File: src/rtl/rx_frame_parser.sv
// Frame receiver behind the UART receive FIFO: hunts for a two-byte header, checks length and
// an additive checksum, buffers the payload and releases only verified frames on a valid/ready stream.
module rx_frame_parser #(
    parameter int         MAX_LEN = 16,
    parameter int         TIMEOUT = 5000,
    parameter logic [7:0] HEAD0   = 8'hEB,
    parameter logic [7:0] HEAD1   = 8'h90
) (
    input  logic        clk,
    input  logic        rst,
    input  logic [7:0]  data_i,
    input  logic        p_empty_i,
    output logic        n_rd_o,
    output logic [7:0]  pld_data_o,
    output logic        p_pld_valid_o,
    output logic        p_pld_last_o,
    input  logic        p_pld_ready_i,
    output logic        p_frame_ok_o,
    output logic        p_frame_err_o,
    output logic [1:0]  err_code_o,
    output logic [15:0] frame_cnt_o,
    output logic [15:0] err_cnt_o
);

    localparam int             IDX_W     = (MAX_LEN > 1) ? $clog2(MAX_LEN) : 1;
    localparam int             DEPTH     = 1 << IDX_W;
    localparam int             TW        = $clog2(TIMEOUT + 1);
    localparam logic [TW-1:0]  T_LAST    = TW'(TIMEOUT - 1);
    localparam logic [7:0]     MAX_LEN_B = 8'(MAX_LEN);

    localparam logic [2:0] S_HUNT0 = 3'd0;
    localparam logic [2:0] S_HUNT1 = 3'd1;
    localparam logic [2:0] S_LEN   = 3'd2;
    localparam logic [2:0] S_PLD   = 3'd3;
    localparam logic [2:0] S_SUM   = 3'd4;
    localparam logic [2:0] S_DRAIN = 3'd5;

    localparam logic [1:0] E_LEN     = 2'd1;
    localparam logic [1:0] E_SUM     = 2'd2;
    localparam logic [1:0] E_TIMEOUT = 2'd3;

    logic [2:0]       state_q, state_nxt;
    logic             n_rd_q;
    logic             rd_pend_q;
    logic [7:0]       len_q;
    logic [7:0]       sum_q;
    logic [IDX_W-1:0] idx_q;
    logic [IDX_W-1:0] rd_idx_q;
    logic [TW-1:0]    tcnt_q;
    logic [7:0]       pld_mem [DEPTH];
    logic             ok_q, err_q;
    logic [1:0]       err_code_q;
    logic [15:0]      frame_cnt_q, err_cnt_q;

    logic             byte_evt;
    logic             timed;
    logic             drain;
    logic             accept;
    logic             last_beat;
    logic             issue;
    logic             set_err;
    logic             frame_ok;
    logic [1:0]       new_code;
    logic [7:0]       idx_ext, rd_idx_ext;

    assign byte_evt = rd_pend_q;
    assign timed    = (state_q == S_LEN) || (state_q == S_PLD) || (state_q == S_SUM);
    assign drain    = (state_q == S_DRAIN);
    assign accept   = drain && p_pld_ready_i;

    always_comb begin
        idx_ext                   = '0;
        idx_ext[IDX_W-1:0]        = idx_q;
        rd_idx_ext                = '0;
        rd_idx_ext[IDX_W-1:0]     = rd_idx_q;
    end

    assign last_beat = (rd_idx_ext == len_q - 8'd1);

    always_comb begin
        state_nxt = state_q;
        set_err   = 1'b0;
        new_code  = err_code_q;
        frame_ok  = 1'b0;
        case (state_q)
            S_HUNT0: begin
                if (byte_evt && data_i == HEAD0) state_nxt = S_HUNT1;
            end
            S_HUNT1: begin
                if (byte_evt) begin
                    if (data_i == HEAD1)      state_nxt = S_LEN;
                    else if (data_i == HEAD0) state_nxt = S_HUNT1;
                    else                      state_nxt = S_HUNT0;
                end
            end
            S_LEN: begin
                if (byte_evt) begin
                    if (data_i == 8'd0 || data_i > MAX_LEN_B) begin
                        set_err   = 1'b1;
                        new_code  = E_LEN;
                        state_nxt = S_HUNT0;
                    end else begin
                        state_nxt = S_PLD;
                    end
                end
            end
            S_PLD: begin
                if (byte_evt && idx_ext == len_q - 8'd1) state_nxt = S_SUM;
            end
            S_SUM: begin
                if (byte_evt) begin
                    if (data_i == sum_q) begin
                        frame_ok  = 1'b1;
                        state_nxt = S_DRAIN;
                    end else begin
                        set_err   = 1'b1;
                        new_code  = E_SUM;
                        state_nxt = S_HUNT0;
                    end
                end
            end
            S_DRAIN: begin
                if (accept && last_beat) state_nxt = S_HUNT0;
            end
            default: state_nxt = S_HUNT0;
        endcase
        // A stalled frame is abandoned once the inter-byte gap reaches TIMEOUT cycles
        if (timed && !byte_evt && tcnt_q == T_LAST) begin
            set_err   = 1'b1;
            new_code  = E_TIMEOUT;
            state_nxt = S_HUNT0;
        end
    end

    // Look at the next state so that no byte gets fetched that would land in DRAIN
    assign issue = n_rd_q && !p_empty_i && (state_nxt != S_DRAIN);

    always_ff @(posedge clk) begin
        if (rst) begin
            state_q     <= S_HUNT0;
            n_rd_q      <= 1'b1;
            rd_pend_q   <= 1'b0;
            len_q       <= '0;
            sum_q       <= '0;
            idx_q       <= '0;
            rd_idx_q    <= '0;
            tcnt_q      <= '0;
            ok_q        <= 1'b0;
            err_q       <= 1'b0;
            err_code_q  <= '0;
            frame_cnt_q <= '0;
            err_cnt_q   <= '0;
        end else begin
            state_q   <= state_nxt;
            n_rd_q    <= !issue;
            rd_pend_q <= !n_rd_q;
            ok_q      <= frame_ok;
            err_q     <= set_err;

            if (timed && !byte_evt && !set_err) tcnt_q <= tcnt_q + 1'b1;
            else                                tcnt_q <= '0;

            if (set_err) begin
                err_code_q <= new_code;
                if (err_cnt_q != 16'hFFFF) err_cnt_q <= err_cnt_q + 16'd1;
            end
            if (frame_ok && frame_cnt_q != 16'hFFFF) frame_cnt_q <= frame_cnt_q + 16'd1;

            if (state_q == S_LEN && state_nxt == S_PLD) begin
                len_q <= data_i;
                sum_q <= data_i;
                idx_q <= '0;
            end
            if (state_q == S_PLD && byte_evt) begin
                sum_q <= sum_q + data_i;
                idx_q <= idx_q + 1'b1;
            end
            if (frame_ok) rd_idx_q <= '0;
            else if (accept) rd_idx_q <= rd_idx_q + 1'b1;
        end
    end

    always_ff @(posedge clk) begin
        if (state_q == S_PLD && byte_evt) pld_mem[idx_q] <= data_i;
    end

    assign n_rd_o        = n_rd_q;
    assign p_pld_valid_o = drain;
    assign pld_data_o    = drain ? pld_mem[rd_idx_q] : 8'h00;
    assign p_pld_last_o  = drain && last_beat;
    assign p_frame_ok_o  = ok_q;
    assign p_frame_err_o = err_q;
    assign err_code_o    = err_code_q;
    assign frame_cnt_o   = frame_cnt_q;
    assign err_cnt_o     = err_cnt_q;

endmodule

File: config.mk
export PLATFORM = sky130hd
export DESIGN_NAME = rx_frame_parser
export DESIGN_NICKNAME = d
export VERILOG_FILES = /design/src/rtl/rx_frame_parser.sv
export SDC_FILE = /design/constraint.sdc
export NUM_CORES = 1
export LEC_CHECK = 0
export ABC_AREA = 1
export CORE_MARGIN = 2
export CORE_UTILIZATION = 25
export DETAILED_ROUTE_END_ITERATION = 16
export PLACE_DENSITY = 0.47
export SLEW_MARGIN = 40
export SYNTH_ARGS = -nofsm -noshare
export SYNTH_HDL_FRONTEND = slang
export SYNTH_SLANG_ARGS = --single-unit
File: constraint.sdc
create_clock -name clk -period 3.3 [get_ports clk]
set_input_delay 0.33 -clock clk [delete_from_list [all_inputs] [get_ports clk]]
set_output_delay 0.33 -clock clk [all_outputs]
set_load 0.02 [all_outputs]
# --- Word-level counts from Yosys, hierarchy flattened ---
# Memories as Yosys holds them, arrays and structs flattened. A register that Yosys moved wholly into a read port is not among the register bits.
# Index checks and enable logic that the tools add are counted.
totals:
  mem_bits_rw: 128
  reg_bits: 78
  mem_bits_ro: 0
  latchBits: 0
  out_inout_bits: 47
  n_memories: 1
  in_bits: 12
mem_list:
  columns: ["name", "depth", "width", "rd", "rd_ports_with_merged_regs", "wr", "line_no", "rtl"]
  rows:
  - ["pld_mem", 16, 8, 1, 1, 1, "50", "logic [7:0] pld_mem [DEPTH];"]
classes:
  n_mux: 36
  reduce_logical: 29
  n_bitwise: 1
  addsub: 7
  order_cmp: 1
  multipliers: 0
  n_eq_ne: 19
  div_mod_pow: 0
  n_shift: 0
op_table:
  columns: ["cell", "n"]
  rows:
  - ["$add A16 B1 Y16 const B", 2]
  - ["$ne A16 B16 Y1 const B", 2]
  - ["$mux W3", 8]
  - ["$mux W8", 3]
  - ["$pmux W3 S6", 1]
  - ["$eq A4 B8 Y1", 2]
  - ["$eq A8 B8 Y1 const B", 2]
  - ["$mux W4", 4]
  - ["$mux W2", 7]
  - ["$add A13 B1 Y13 const B", 1]
  - ["$eq A13 B13 Y1 const B", 1]
  - ["$logic_and A1 B1 Y1", 13]
  - ["$mux W1", 11]
  - ["$eq A3 B2 Y1 const B", 3]
  - ["$ne A3 B2 Y1 const B", 3]
  - ["$add A4 B1 Y4 const B", 2]
  - ["$add A8 B8 Y8", 1]
  - ["$eq A8 B8 Y1", 1]
  - ["$gt A8 B5 Y1 const B", 1]
  - ["$logic_not A8 Y1", 1]
  - ["$sub A8 B1 Y8 const B", 1]
  - ["$eq A3 B3 Y1 const B", 2]
  - ["$reduce_and A6 Y1", 1]
  - ["$logic_not A1 Y1", 5]
  - ["12 further kinds", 15]

# --- Logic depth before layout (Yosys ltp) ---
# Gate-level depths: netlist of the first run.
logic_depth:
  depth_word: 10
  ltp_mapped: 15
  ltp_nobuf: 15

# --- Worst setup path before layout of the first run ---
# Ideal clock, no wire load.
synth_path:
  path_type: "reg2reg"
  start: "reg state_q[0]"
  end: "mem pld_mem[0][0] (enable)"
  path_stages_with_launch: 8
  t_required_ns: 2.930
  synth_period_minus_slack_ns: 1.906
  arrival_ns: 1.536
  setup_ns: 0.370
  path_slack_ns: 1.394
  path_cell_list: "dfxtp_1 inv_2 nor2_1 nand2_1 inv_2 buf_4 nand2_1 nor2_1"
synth_via:
  elab_chain_len: 4
synth_rtl:
  columns: ["item", "line_no", "rtl"]
  rows:
  - ["from (decl)", "42", "logic [2:0] state_q, state_nxt;"]
  - ["from (signal assigned)", "154", "state_q <= state_nxt;"]
  - ["$eq A3 B2 Y1", "184", "if (state_q == S_PLD && byte_evt) pld_mem[idx_q] <= data_i;"]
  - ["$logic_and A1 B1 Y1", "184", null]
  - ["$mux W1", "184", null]
  - ["$mux W1 (not written as such)", "184", null]
  - ["to (decl)", "50", null]
# Every way passes these cells.

==> flow_summary.yaml, run 1 <==
pwr:
  ir_worst_vdd_mv: 0.3074
  p_leak_nw: 4.101
  p_per_area_nw_per_um2: 454.1
floorplanning:
  die_h_um: 202.1
  ios: 59
  initial_core_util: 0.2538
  die_x_um: 202.1
  row_count: 72
  coreArea_um2: 38650
  dieArea_um2: 40840
drt:
  wl_um: 26580
  dr_wl_met2_um: 11710
  num_vias: 7523
  ant_nets: 0
  drt_iter0_markers: 407
  highest_layer: "met4"
  wl_met3_um: 1385
  drc: 0
  wl_per_cell_um: 16.16
  wl_met1_um: 12870
  dr.pass1.iters: 5
  via_per_inst: 4.573
setup_path:
  crit-reg2reg-launch: "sum_q[4]"
  worst_path_largest_cell_delay_ns: 0.65
  critPathKind: "reg -> out"
  crit_required_ns: 2.97
  r2r_slack_ns: 1.09
  path_buf_inv: 3
  crit_family: "buffers and inverters"
  r2r_cells: 11
  crit_path_end_kind: "output pin"
  cp_cell_sequence: "clkinv_2 -> buf_4 -> o21ai_0 -> o221ai_1 -> nand3_1 -> a21oi_1 -> clkdlybuf4s50_1"
  slowest_stage: "clkdlybuf4s50_1"
  start_kind: "flop"
  arrival_ns: 2.78
  timing.rr.end: "err_cnt_o[1]"
  crit_path_max_fanout: 16
logic_synthesis:
  ys_ff_latch: 210
  yosys.cell_types.count: 49
  synth_cells: 1020
  syn_nets: 1049
  synth_xor_area_frac: 0.03469
  synth_edf_count: 128
  synth_fa_ha_area_frac: 0.02245
  synth-simple-area-share: 0.2135
  synth_common_cells: "146 x nor2_1, 140 x nand2_1, 128 x edfxtp_1, 82 x dfxtp_1"
  ys.flop_type: "edfxtp_1"
  yosys-top-cells-area: "edfxtp_1 39%, dfxtp_1 17%, nor2_1 5.6%, nand2_1 5.4%, nand3_1 4.0%"
  synth_top_area_frac: 0.3918
  synth.most_common_cell: "nor2_1"
  ys.warnings.count: 0
  syn_area_um2: 9809
  muxShareOfSynthArea: 0
  synthArstFlopShare: 0
  synth_top_cell_by_area: "edfxtp_1"
  yosysSeqAreaShare: 0.5592
  syn_avg_cell_area_um2: 9.617
  synth_top_family_by_area: "simple AND/OR/NAND/NOR gates"
  synth-compound-area-share: 0.1184
final_layout:
  drive_gt1_frac: 0.1350
  area_delta_synth_final_pct: 21.57
  nNetsFinal: 1137
  seq_area_um2: 5488
  fill_cells: 4015
  final-instance-count-excl-fill: 1645
  multi_input_area_um2: 3816
global_routing:
  antenna_found_initial: 1
  grt_max_degree: 56
  grt_pass1_wl_um: 41970
  grt_pass1_vias: 7329
  grt_remaining_overflow: 0
  grt_usage: 0.1296
min_path:
  hp-start: "rst"
  hold_end: "err_cnt_o[0]"
  holdPathStages: 4
  hp-class: "in -> reg"
sta:
  period_share: 0.9419
  rsz0062_at_grt: "false"
  setup_viol: 0
  min_period_ns: 3.108
  max_freq_ghz: 0.3217
  worstMarginPinSlew_ns: 0.7759
  report.final.slew_viol_count: 0
  relSlewSlack: 0.4827
  setup-tns-final_ns: 0
  worst_clock_skew_ns: 0.01356
  hold_viol: 0
clock_network:
  cts_buffers: 26
  clk_path_buf_depth: 3
  clock-root-buffer: "clkbuf_16"
  clock_sinks: 210
  clk_latency_ns: 0.53
  cts_tree: "built"
  h-tree-depth: 1
  clk_pin_slew_ns: 0.06
place:
  dp_hpwl_um: 17990
  gp_congestion: 0.8180
  dp_cells: 1598
  portBuffers: 58
run_status:
  status: "finished, final reports clean"
job:
  drv_cap: 0
[report_power, final]
part / internal (mW) / switching (mW) / total, mW
registers: 2.78 / 0.00446 / 2.79
clock network: 1.44 / 1.07 / 2.51
logic: 0.0328 / 0.0845 / 0.117
[registers in the layout (all words and copies together), names as in the netlist, named ones only]
signal and flops:
state_q 3, rd_idx_q 4, frame_cnt_o 16, err_cnt_o 16, pld_mem 128, idx_q 4, byte_evt 1, n_rd_o 1
len_q 8, tcnt_q 13, err_code_o 2, p_frame_err_o 1, p_frame_ok_o 1, sum_q 8
[worst min-delay path: stages]
cell	delay [ns]
buf_2	0.09
inv_1	0.18
nand2_1	0.13
nor2_1	0.04
[cell usage in the layout (no fill, tap or decap), types with 4 or more instances in the layout]
| cell | instances |
|---|---|
| o21ai_0 | 78 |
| clkinv_2 | 7 |
| a21oi_2 | 20 |
| inv_2 | 6 |
| ha_1 | 16 |
| nor2_1 | 146 |
| nor3_1 | 13 |
| o211ai_1 | 10 |
| a31oi_1 | 5 |
| clkbuf_16 | 26 |
| nand4_1 | 17 |
| dfxtp_1 | 80 |
| a21oi_1 | 40 |
| edfxtp_1 | 128 |
| inv_1 | 69 |
| o221ai_1 | 23 |
| nor3_2 | 4 |
| nand3_1 | 78 |
| buf_4 | 37 |
| clkinv_1 | 8 |
| nand2_1 | 140 |
| xnor2_1 | 12 |
| nand2_2 | 22 |
| xor2_1 | 25 |
| clkbuf_1 | 7 |
| o22ai_1 | 9 |
| clkdlybuf4s50_1 | 55 |
[repair_timing]
action / 4_1_cts / 5_1_grt
buffers inserted: 0 / 0
setup endpoints to repair: 0 / 8
hold buffers: 0 / 0
resized for setup: 0 / 5
[worst max path at each step]
stage               startpoint        endpoint  slack [ns]  cells past startpoint
floorplan           state_q[0]   pld_mem[0][0]        1.39                      7
global placement          flop   pld_data_o[7]        0.56                      6
detailed placement   data_i[2]  frame_cnt_o[6]        0.57                     11
CTS                       flop   pld_data_o[7]        0.02                      6
global route              flop   pld_data_o[0]        0.05                      7
finish                    flop   pld_data_o[1]        0.19                      7
[final cells by class]
type	count	share of cell area
sequential	210	0.4602
multi-input combinational	691	0.3200
timing repair buffer	98	0.07628
clock buffer	33	0.05676
tap	518	0.05435
inverter	81	0.02581
clock inverter	13	0.006400
antenna	1	0.0002098
[per-stage QoR]
stage	hold WS (ns)	worst slack (ns)	area [um2]	power [mW]	util
2_1_floorplan	0.4175	1.394	9809	2.881	-
3_3_place_gp	0.4267	0.5628	11160	2.959	0.2887
3_5_place_dp	0.4285	0.5694	11160	2.958	0.2887
4_1_cts	0.2730	0.01838	11910	5.517	0.3082
5_1_grt	0.3256	0.05324	11930	5.626	0.3086
6_report	0.2880	0.1918	11930	5.416	0.3086
[cells by family (layout without fill, tap and decap cells)]
logic type,after synthesis,after routing
XOR/XNOR,38,38
AND/OR/NAND/NOR,446,446
adder cells (fa/ha/maj),17,17
AO/OA/AOI/OAI,190,190
flip-flops,210,210
buffers and inverters,119,225
other,0,1
[layer usage]
metal | vias up | GRT usage
li1 | 3720 | -
met1 | 3592 | 0.1859
met2 | 175 | 0.2004
met3 | 36 | 0.02225
met4 | 0 | 0.03624
met5 | - | 0
Power figures use the tool's default switching activity.
==> run 2, diff against run 1 <==
CORE_ASPECT_RATIO = 2   (was default)
CORE_UTILIZATION = 40   (was 25)
CTS_CLUSTER_SIZE = 16   (was default)
PLACE_DENSITY = 0.64   (was 0.47)
==> flow_summary.yaml, run 2 (synthesized netlist as in run 1, its figures left out) <==
setup_path:
  timing.rr.end: "pld_mem[10][6]"
  crit_path_end_kind: "output pin"
  crit_family: "buffers and inverters"
  slowest_stage: "clkdlybuf4s50_1"
  r2r_cells: 6
  cp_cell_sequence: "inv_2 -> buf_12 -> o21ai_0 -> o22ai_1 -> o211ai_1 -> a21oi_1 -> clkdlybuf4s50_1"
  crit_required_ns: 2.97
  start_kind: "flop"
  critPathKind: "reg -> out"
  cp-endpoint: "pld_data_o[4]"
  arrival_ns: 2.82
  path_depth: 7
  crit-reg2reg-launch: "state_q[0]"
  r2r_slack_ns: 0.85
  worst_path_largest_cell_delay_ns: 0.64
  path_buf_inv: 3
  crit_path_max_fanout: 32
pwr:
  ir_worst_vdd_mv: 0.3747
  swShare: 0.2096
  clock_power_share: 0.436
  p_per_area_nw_per_um2: 447.4
  p_leak_nw: 3.987
  p_int_mw: 4.061
  p_seq_frac: 0.541
  p_switching_mw: 1.077
  comb_power_share: 0.022
drt:
  drt_iter0_markers: 365
  via_per_inst: 5.470
  wl_um: 26020
  wl_per_cell_um: 18.55
  drc: 0
  dr.pass1.iters: 5
  num_vias: 7674
  ant_nets: 0
floorplanning:
  row_count: 81
  initial_core_util: 0.4033
  die_h_um: 225.5
  dieArea_um2: 25870
  ios: 59
  coreArea_um2: 24320
  die_x_um: 114.7
clock_network:
  clk_latency_ns: 0.51
  clk_pin_slew_ns: 0.06
  clock-root-buffer: "clkbuf_16"
  clock_sinks: 210
  h-tree-depth: 1
  cts_buffers: 20
  post_cts_buffers: 0
  clk_path_buf_depth: 3
  cts_tree: "built"
final_layout:
  final_common_cell: "nor2_1"
  largest_reg_flops: 128
  area_delta_synth_final_pct: 17.07
  nNetsFinal: 1129
  drive_gt1_frac: 0.1321
  fill_cells: 2331
  antenna_cells: 0
  top_register: "pld_mem"
  final_cell_mix: "145 x nor2_1, 140 x nand2_1, 128 x edfxtp_1, 80 x dfxtp_1"
sta:
  report.final.slew_viol_count: 0
  setup_viol: 0
  min_period_ns: 3.152
  setup-tns-final_ns: 0
  period_share: 0.9552
  worst_clock_skew_ns: 0.01213
  relSlewSlack: 0.5141
  hold_viol: 0
  worstMarginPinSlew_ns: 0.7289
  max_freq_ghz: 0.3172
  timing.hold.ws_ns: 0.3047
  rsz0062_at_grt: "false"
job:
  drv_cap: 0
global_routing:
  grt_max_degree: 56
  grt_usage: 0.2031
  antenna_found_initial: 0
  grt_pass1_vias: 7497
  grt_pass1_wl_um: 40550
  grt_remaining_overflow: 0
min_path:
  hp-start: "rst"
  hp-class: "in -> reg"
place:
  dp_hpwl_um: 18800
  portBuffers: 58
  gp_congestion: 0.8914
run_status:
  status: "finished, final reports clean"
-- run 2: cell types whose count changed in the layout (fill, tap and decap cells not counted), moves of 2 or more --
cell	change
clkbuf_16	-5
clkinv_4	+2
clkbuf_1	-5
clkinv_2	-3
clkinv_1	-2
dlymetal6s2s_1	-2
clkdlybuf4s50_1	+2
-- run 2: worst min path at each step --
stage                    end  slack (ns)  cells after the start
2_1_floorplan      tcnt_q[0]        0.42                      1
3_3_place_gp          n_rd_o        0.42                      1
6_report        err_cnt_o[0]        0.30                      4
4_1_cts         err_cnt_o[0]        0.28                      4
5_1_grt        err_cnt_o[12]        0.33                      4
3_5_place_dp          n_rd_o        0.42                      1
-- run 2: area by class of cell --
cell class / instances / area, um2 / share of cell area
clock buffers: 23 / 533.0 / 0.04642
clock inverters: 12 / 101.3 / 0.008825
inverters: 81 / 306.5 / 0.02669
multi-input cells: 691 / 3819 / 0.3325
flip-flops and latches: 210 / 5488 / 0.4779
well taps: 290 / 362.8 / 0.03160
repair buffers: 96 / 873.3 / 0.07605
-- run 2: power by group through the flow --
stage	logic (mW)	registers (mW)	clock network, mW
2_1_floorplan	0.0406	2.84	0
3_3_place_gp	0.113	2.84	0
3_5_place_dp	0.114	2.84	0
4_1_cts	0.115	2.78	2.29
5_1_grt	0.124	2.78	2.39
6_report	0.114	2.78	2.24
-- run 2: timing repair --
action,in CTS,in global routing
hold buffers,0,0
setup endpoints to repair,0,5
resized for setup,0,2
-- run 2: tightest hold or removal path, stage by stage --
cell	delay, ns
buf_2	0.09
inv_1	0.18
nand2_1	0.13
nor2_1	0.04
-- run 2: routing by layer --
layer / part of all wire / vias to the layer above / track usage / routed length [um]
li1: - / 3698 / - / -
met5: 0 / - / 0 / 0
met3: 0.035 / 68 / 0.02448 / 906
met1: 0.34 / 3719 / 0.1936 / 8872
met2: 0.57 / 189 / 0.4056 / 14880
met4: 0.052 / 0 / 0.1088 / 1360
-- run 2: metrics by stage --
stage | area [um2] | std cells | setup slack, ns | utilization | power [mW]
after floorplan | 9809 | 1020 | 1.394 | - | 2.881
after global placement | 10850 | 1368 | 0.5786 | 0.4459 | 2.953
after detailed placement | 10850 | 1368 | 0.5495 | 0.4459 | 2.954
after CTS | 11480 | 1403 | 0.003453 | 0.4720 | 5.185
after global routing | 11480 | 1403 | 0.02723 | 0.4721 | 5.294
final | 11480 | 1403 | 0.1477 | 0.4721 | 5.138
